### config.mk
export PLATFORM = sky130hd
export DESIGN_NAME = fifo_rd_unpack
export DESIGN_NICKNAME = d
export VERILOG_FILES = /design/src/rtl/conv_fifo_pkg.sv /design/src/rtl/word_skid_buf.sv /design/src/rtl/fifo_rd_unpack.sv
export SDC_FILE = /design/constraint.sdc
export NUM_CORES = 1
export LEC_CHECK = 0
export ABC_AREA = 1
export BUFFER_PORTS_ARGS = -buffer_cell sky130_fd_sc_hd__buf_2
export CAP_MARGIN = 10
export CORE_AREA = 8 8 133 135
export CTS_CLUSTER_DIAMETER = 40
export DETAILED_ROUTE_END_ITERATION = 8
export DIE_AREA = 0 0 141 143
export PLACE_DENSITY = 0.69
export SLEW_MARGIN = 20
export SYNTH_ARGS = -nofsm -noshare
export SYNTH_HDL_FRONTEND = slang
export SYNTH_SLANG_ARGS = --single-unit
### constraint.sdc
create_clock -name rd_clk -period 10.82 [get_ports rd_clk]
set_input_delay 0.541 -clock rd_clk [delete_from_list [all_inputs] [get_ports rd_clk]]
set_output_delay 0.541 -clock rd_clk [all_outputs]
set_load 0.02 [all_outputs]
### src/rtl/conv_fifo_pkg.sv
// conv_fifo_pkg: shared defaults and sizing helpers for the FIFO read-side unpacker.
//   RD_DATA_WIDTH_DEF : default FIFO read word width
//   OUT_WIDTH_DEF     : default output sample width
//   LINE_LEN_DEF      : default samples per line
//   lane_count()      : output lanes per read word
//   cnt_width()       : counter width able to index 0..n-1 (at least 1 bit)
package conv_fifo_pkg;

    localparam int unsigned RD_DATA_WIDTH_DEF = 64;
    localparam int unsigned OUT_WIDTH_DEF     = 16;
    localparam int unsigned LINE_LEN_DEF      = 224;

    function automatic int unsigned lane_count(input int unsigned rd_w, input int unsigned out_w);
        return rd_w / out_w;
    endfunction

    function automatic int unsigned cnt_width(input int unsigned n);
        return (n > 1) ? $clog2(n) : 1;
    endfunction

endpackage

### src/rtl/word_skid_buf.sv
// word_skid_buf: 2-entry word buffer between the FIFO read port and the lane selector.
//   clk, rst         : clock, asynchronous active-high reset
//   push, push_data  : write one word (caller never pushes into a full buffer)
//   pop              : free the head word (caller never pops an empty buffer)
//   head_data        : oldest buffered word
//   occupancy        : number of buffered words (0..2)
// A push and a pop in the same cycle both take effect and leave occupancy unchanged.
module word_skid_buf #(
    parameter int unsigned WIDTH = 64
) (
    input  logic             clk,
    input  logic             rst,
    input  logic             push,
    input  logic [WIDTH-1:0] push_data,
    input  logic             pop,
    output logic [WIDTH-1:0] head_data,
    output logic [1:0]       occupancy
);

    logic [WIDTH-1:0] mem_q [2];
    logic [WIDTH-1:0] mem_d [2];
    logic             wr_ptr_q, wr_ptr_d;
    logic             rd_ptr_q, rd_ptr_d;
    logic [1:0]       cnt_q, cnt_d;

    always_comb begin
        mem_d    = mem_q;
        wr_ptr_d = wr_ptr_q;
        rd_ptr_d = rd_ptr_q;
        cnt_d    = cnt_q;
        if (push) begin
            mem_d[wr_ptr_q] = push_data;
            wr_ptr_d        = ~wr_ptr_q;
        end
        if (pop) begin
            rd_ptr_d = ~rd_ptr_q;
        end
        case ({push, pop})
            2'b10:   cnt_d = cnt_q + 2'd1;
            2'b01:   cnt_d = cnt_q - 2'd1;
            default: cnt_d = cnt_q;
        endcase
    end

    always_ff @(posedge clk or posedge rst) begin
        if (rst) begin
            mem_q[0] <= '0;
            mem_q[1] <= '0;
            wr_ptr_q <= 1'b0;
            rd_ptr_q <= 1'b0;
            cnt_q    <= 2'd0;
        end else begin
            mem_q    <= mem_d;
            wr_ptr_q <= wr_ptr_d;
            rd_ptr_q <= rd_ptr_d;
            cnt_q    <= cnt_d;
        end
    end

    assign head_data = mem_q[rd_ptr_q];
    assign occupancy = cnt_q;

endmodule

### src/rtl/fifo_rd_unpack.sv
// fifo_rd_unpack: pops wide words from an async FIFO read port and emits them as a
// ready/valid stream of narrower samples, with an end-of-line marker.
//   rd_clk, rd_rst               : clock, asynchronous active-high reset
//   fifo_rd_en                   : pop request (combinational)
//   fifo_rd_empty, fifo_rd_data  : FIFO status and read data (data valid one cycle after pop)
//   m_valid, m_ready, m_data     : registered output sample stream
//   m_eol                        : marks the last sample of each LINE_LEN-sample line
// Build option: define UNPACK_MSB_FIRST_EN to emit the most significant lane first;
// otherwise lane 0 is the least significant OUT_WIDTH bits.
import conv_fifo_pkg::*;

module fifo_rd_unpack #(
    parameter int unsigned RD_DATA_WIDTH = RD_DATA_WIDTH_DEF,
    parameter int unsigned OUT_WIDTH     = OUT_WIDTH_DEF,
    parameter int unsigned LINE_LEN      = LINE_LEN_DEF
) (
    input  logic                     rd_clk,
    input  logic                     rd_rst,
    output logic                     fifo_rd_en,
    input  logic                     fifo_rd_empty,
    input  logic [RD_DATA_WIDTH-1:0] fifo_rd_data,
    output logic                     m_valid,
    input  logic                     m_ready,
    output logic [OUT_WIDTH-1:0]     m_data,
    output logic                     m_eol
);

    localparam int unsigned LANES  = lane_count(RD_DATA_WIDTH, OUT_WIDTH);
    localparam int unsigned LANE_W = cnt_width(LANES);
    localparam int unsigned LINE_W = cnt_width(LINE_LEN);
    localparam logic [LANE_W-1:0] LAST_LANE = LANE_W'(LANES - 1);
    localparam logic [LINE_W-1:0] LAST_IDX  = LINE_W'(LINE_LEN - 1);

    logic                     in_flight_q, in_flight_d;
    logic [LANE_W-1:0]        lane_q, lane_d;
    logic [LINE_W-1:0]        line_q, line_d;
    logic                     m_valid_q, m_valid_d;
    logic [OUT_WIDTH-1:0]     m_data_q, m_data_d;
    logic                     m_eol_q, m_eol_d;

    logic [1:0]               occ;
    logic [RD_DATA_WIDTH-1:0] head;
    logic                     load;
    logic                     buf_pop;
    logic [OUT_WIDTH-1:0]     lane_data;

    // Gated by reset so no pop is issued while flops are held cleared.
    assign fifo_rd_en  = !rd_rst && !fifo_rd_empty
                         && (({1'b0, occ} + {2'b00, in_flight_q}) < 3'd2);
    assign in_flight_d = fifo_rd_en;

    // Output register takes the next lane whenever it is empty or being drained.
    assign load    = (occ != 2'd0) && (!m_valid_q || m_ready);
    assign buf_pop = load && (lane_q == LAST_LANE);

    word_skid_buf #(
        .WIDTH(RD_DATA_WIDTH)
    ) u_buf (
        .clk       (rd_clk),
        .rst       (rd_rst),
        .push      (in_flight_q),
        .push_data (fifo_rd_data),
        .pop       (buf_pop),
        .head_data (head),
        .occupancy (occ)
    );

    always_comb begin
        lane_data = '0;
        for (int i = 0; i < int'(LANES); i++) begin
            if (lane_q == LANE_W'(i)) begin
`ifdef UNPACK_MSB_FIRST_EN
                lane_data = head[RD_DATA_WIDTH - 1 - i * OUT_WIDTH -: OUT_WIDTH];
`else
                lane_data = head[i * OUT_WIDTH +: OUT_WIDTH];
`endif
            end
        end
    end

    // line_q indexes the sample about to enter the output register; every loaded
    // sample is later transferred, so this tracks transfers one stage early and lets
    // m_eol be registered alongside m_data.
    always_comb begin
        m_valid_d = m_valid_q;
        m_data_d  = m_data_q;
        m_eol_d   = m_eol_q;
        lane_d    = lane_q;
        line_d    = line_q;
        if (load) begin
            m_valid_d = 1'b1;
            m_data_d  = lane_data;
            m_eol_d   = (line_q == LAST_IDX);
            lane_d    = (lane_q == LAST_LANE) ? '0 : lane_q + 1'b1;
            line_d    = (line_q == LAST_IDX) ? '0 : line_q + 1'b1;
        end else if (m_ready) begin
            m_valid_d = 1'b0;
        end
    end

    always_ff @(posedge rd_clk or posedge rd_rst) begin
        if (rd_rst) begin
            in_flight_q <= 1'b0;
            lane_q      <= '0;
            line_q      <= '0;
            m_valid_q   <= 1'b0;
            m_data_q    <= '0;
            m_eol_q     <= 1'b0;
        end else begin
            in_flight_q <= in_flight_d;
            lane_q      <= lane_d;
            line_q      <= line_d;
            m_valid_q   <= m_valid_d;
            m_data_q    <= m_data_d;
            m_eol_q     <= m_eol_d;
        end
    end

    assign m_valid = m_valid_q;
    assign m_data  = m_data_q;
    assign m_eol   = m_eol_q;

endmodule

==> results.toml <==
[flow_run]
maxCapViolCount = 0

[finish]
syn_to_final_growth_pct = 14.7
utilization_pct = 55.9
fin_nets = 1111
multiInputGateArea_um2 = 2750
drive_gt1_share_pct = 12.6
diodes = 0
fillCellCount = 1501
fin_area_um2 = 8720
ff_latch_area_um2 = 4030

[worst_setup_path]
cp.arrival_ns = 2.91
end_kind = "flop"
r2r_setup_slack_ns = 8.22
crit_path_start_kind = "flop"
reg2reg_from = "lane_q[0]"
setup.worst_path.start = "lane_q[0]"
path_class = "reg -> reg"
cp_max_fo = 18
cp.required_ns = 11.13

[clock_tree]
cts_resized = 0
numCtsBuffers = 17
clockBufferDepth = 2
cts_hold_buf = 0
path_clk_slew_ns = 0.06
postCtsSetupRepairBufs = 0
clock-root-buffer = "clkbuf_16"
clkSinkCount = 161
cts_tree = "yes"
clkLatencyLatePin_ns = 0.43
htree_num_levels = 4

[detailed_routing]
vias = 6181
viasPerCell = 4.88
wirelength_mm = 18.3
drt-met1-wl_mm = 8.55
wl_per_cell_um = 14.5
met3_length_um = 812
postRouteAntennaNets = 0
wl_met2_mm = 8.63
drtIter0Drc = 503
dr.max_layer_used = "met4"
drc = 0
first_pass_iters = 5

[timing]
slew_violations = 0
final_hold_viol_count = 0
finalSetupTns_ns = 0
skew_ns = 0.00716
finalSetupViolCount = 0
fin_crit_sh_pct = 24.1
finalCriticalPeriod_ns = 2.60
slew_headroom_pct = 32.3
max_freq_ghz = 0.384
worstMarginPinSlew_ns = 1.01
rsz0062_at_grt = "no"

[synthesis]
yosys_warnings = 0
synth-seq-cells = 161
synth_top_area_cell = "dfrtp_1"
netlist-cell-type-count = 25
post-synth-top-count-cell = "nand2_1"
synth_nets = 1056
synth-edff-count = 0
synth_area_um2 = 7600
synth_ff_type = "dfrtp_1"
async_reset_ff_share_pct = 100
synth_commonest_cells = "328 x nand2_1, 161 x dfrtp_1, 140 x inv_1"
synth-seq-area-share_pct = 53.0
syn_inst = 982
ys_top_cells_by_area = "dfrtp_1 53%, nand2_1 16%, inv_1 6.9%"
yosysTopAreaCellShare_pct = 53.0
syn_avg_cell_area_um2 = 7.74

[power]
pwr-share-clk_pct = 23.8
switching_share_pct = 40.0
power.density_nw_per_um2 = 322
p_total_mw = 2.81
seqPwrFrac_pct = 38.4
leakagePower_nw = 4.81
internal_power_mw = 1.69
switching_power_mw = 1.13
pwr-share-comb_pct = 37.8
ir_worst_vdd_mv = 0.172

[placed_design]
io_buffers = 86
place_congestion = 0.814
dpl_cell_area_um2 = 8050
dpl.hpwl_mm = 11.9

[die]
rows = 46
die_area_um2 = 20200
dieWidth_um = 141
core_area_um2 = 15600
initial_utilization_pct = 48.7
ios = 87
die_h_um = 143

[global_routing]
grt_use_total_pct = 19.2
grt_pass1_wl_mm = 30.5
grt_max_degree = 104
antenna_found_initial = 0
grt_pass1_vias = 6064
grt_overflow = 0

[hold_path]
hp-class = "in -> async"

[run_status]
status = "finished, final reports clean"
==> worst max-delay path, stage by stage, from the launching register on <==
cell	delay (ns)
dfrtp_1	0.37
ha_1	0.54
clkinv_1	0.55
nor2_1	0.34
ha_1	0.30
a21oi_1	0.11
o21ai_0	0.11
xor2_1	0.15
==> registers in the layout, indices dropped and copies added (netlist names), 2 cells and up <==
name,flops
u_buf.occupancy,2
lane_q,2
m_data,16
u_buf.mem_q,128
line_q,8
==> stage by stage <==
step	cells	setup slack, ns	hold WS [ns]
2_1_floorplan	982	5.93	0.448
3_3_place_gp	1234	8.23	0.461
3_5_place_dp	1234	8.22	0.464
4_1_cts	1266	8.21	0.266
5_1_grt	1266	7.93	0.283
6_report	1266	8.22	0.241
==> power groups by stage <==
stage / Combinational [mW] / Clock [mW] / Sequential, mW
floorplan: 0.780 / 0 / 1.08
global placement: 1.04 / 0 / 1.08
detailed placement: 1.06 / 0 / 1.08
CTS: 1.07 / 0.676 / 1.08
global route: 1.23 / 0.702 / 1.11
finish: 1.06 / 0.669 / 1.08
==> path summary, 6_finish.rpt <==
kind | end | depth (start not counted)
min in group rd_clk | in_flight_q | 2
hold / removal | in_flight_q | 2
max in group asynchronous | u_buf.mem_q[91] | 3
hold reg to reg | u_buf.mem_q[6] | 2
setup / recovery | u_buf.occupancy[1] | 7
setup reg to reg | u_buf.occupancy[1] | 7
==> final cells by class <==
class | count | area share, %
Sequential cell | 161 | 46.2
Timing Repair Buffer | 90 | 5.32
Multi-Input combinational cell | 623 | 31.5
Clock inverter | 13 | 2.40
Tap cell | 216 | 3.10
Clock buffer | 19 | 5.19
Inverter | 144 | 6.27
==> cells in the final DEF (no fill, tap or decap), types with 4 or more instances in the layout <==
cell,count
a21oi_1,34
nor2_1,54
o21ai_1,46
dfrtp_1,160
buf_2,86
bufinv_16,5
clkbuf_16,17
o21ai_0,103
nand3_1,38
nand2_1,327
xor2_1,4
inv_1,139
ha_1,6
==> per-layer routing <==
layer,vias up,GRT usage [%]
li1,3136,-
met1,2857,25.7
met2,164,30.2
met3,24,3.97
met4,0,7.30
met5,-,0
==> logic make-up after synthesis <==
group | share of synthesized area (%)
adder cells (fa/ha/maj) | 0.987
XOR/XNOR | 0.691
AND/OR/NAND/NOR | 22.2
AO/OA/AOI/OAI | 12.2
flip-flops | 53.0
buffers and inverters | 11.0
Note: power is estimated with default switching activity, not from simulation.
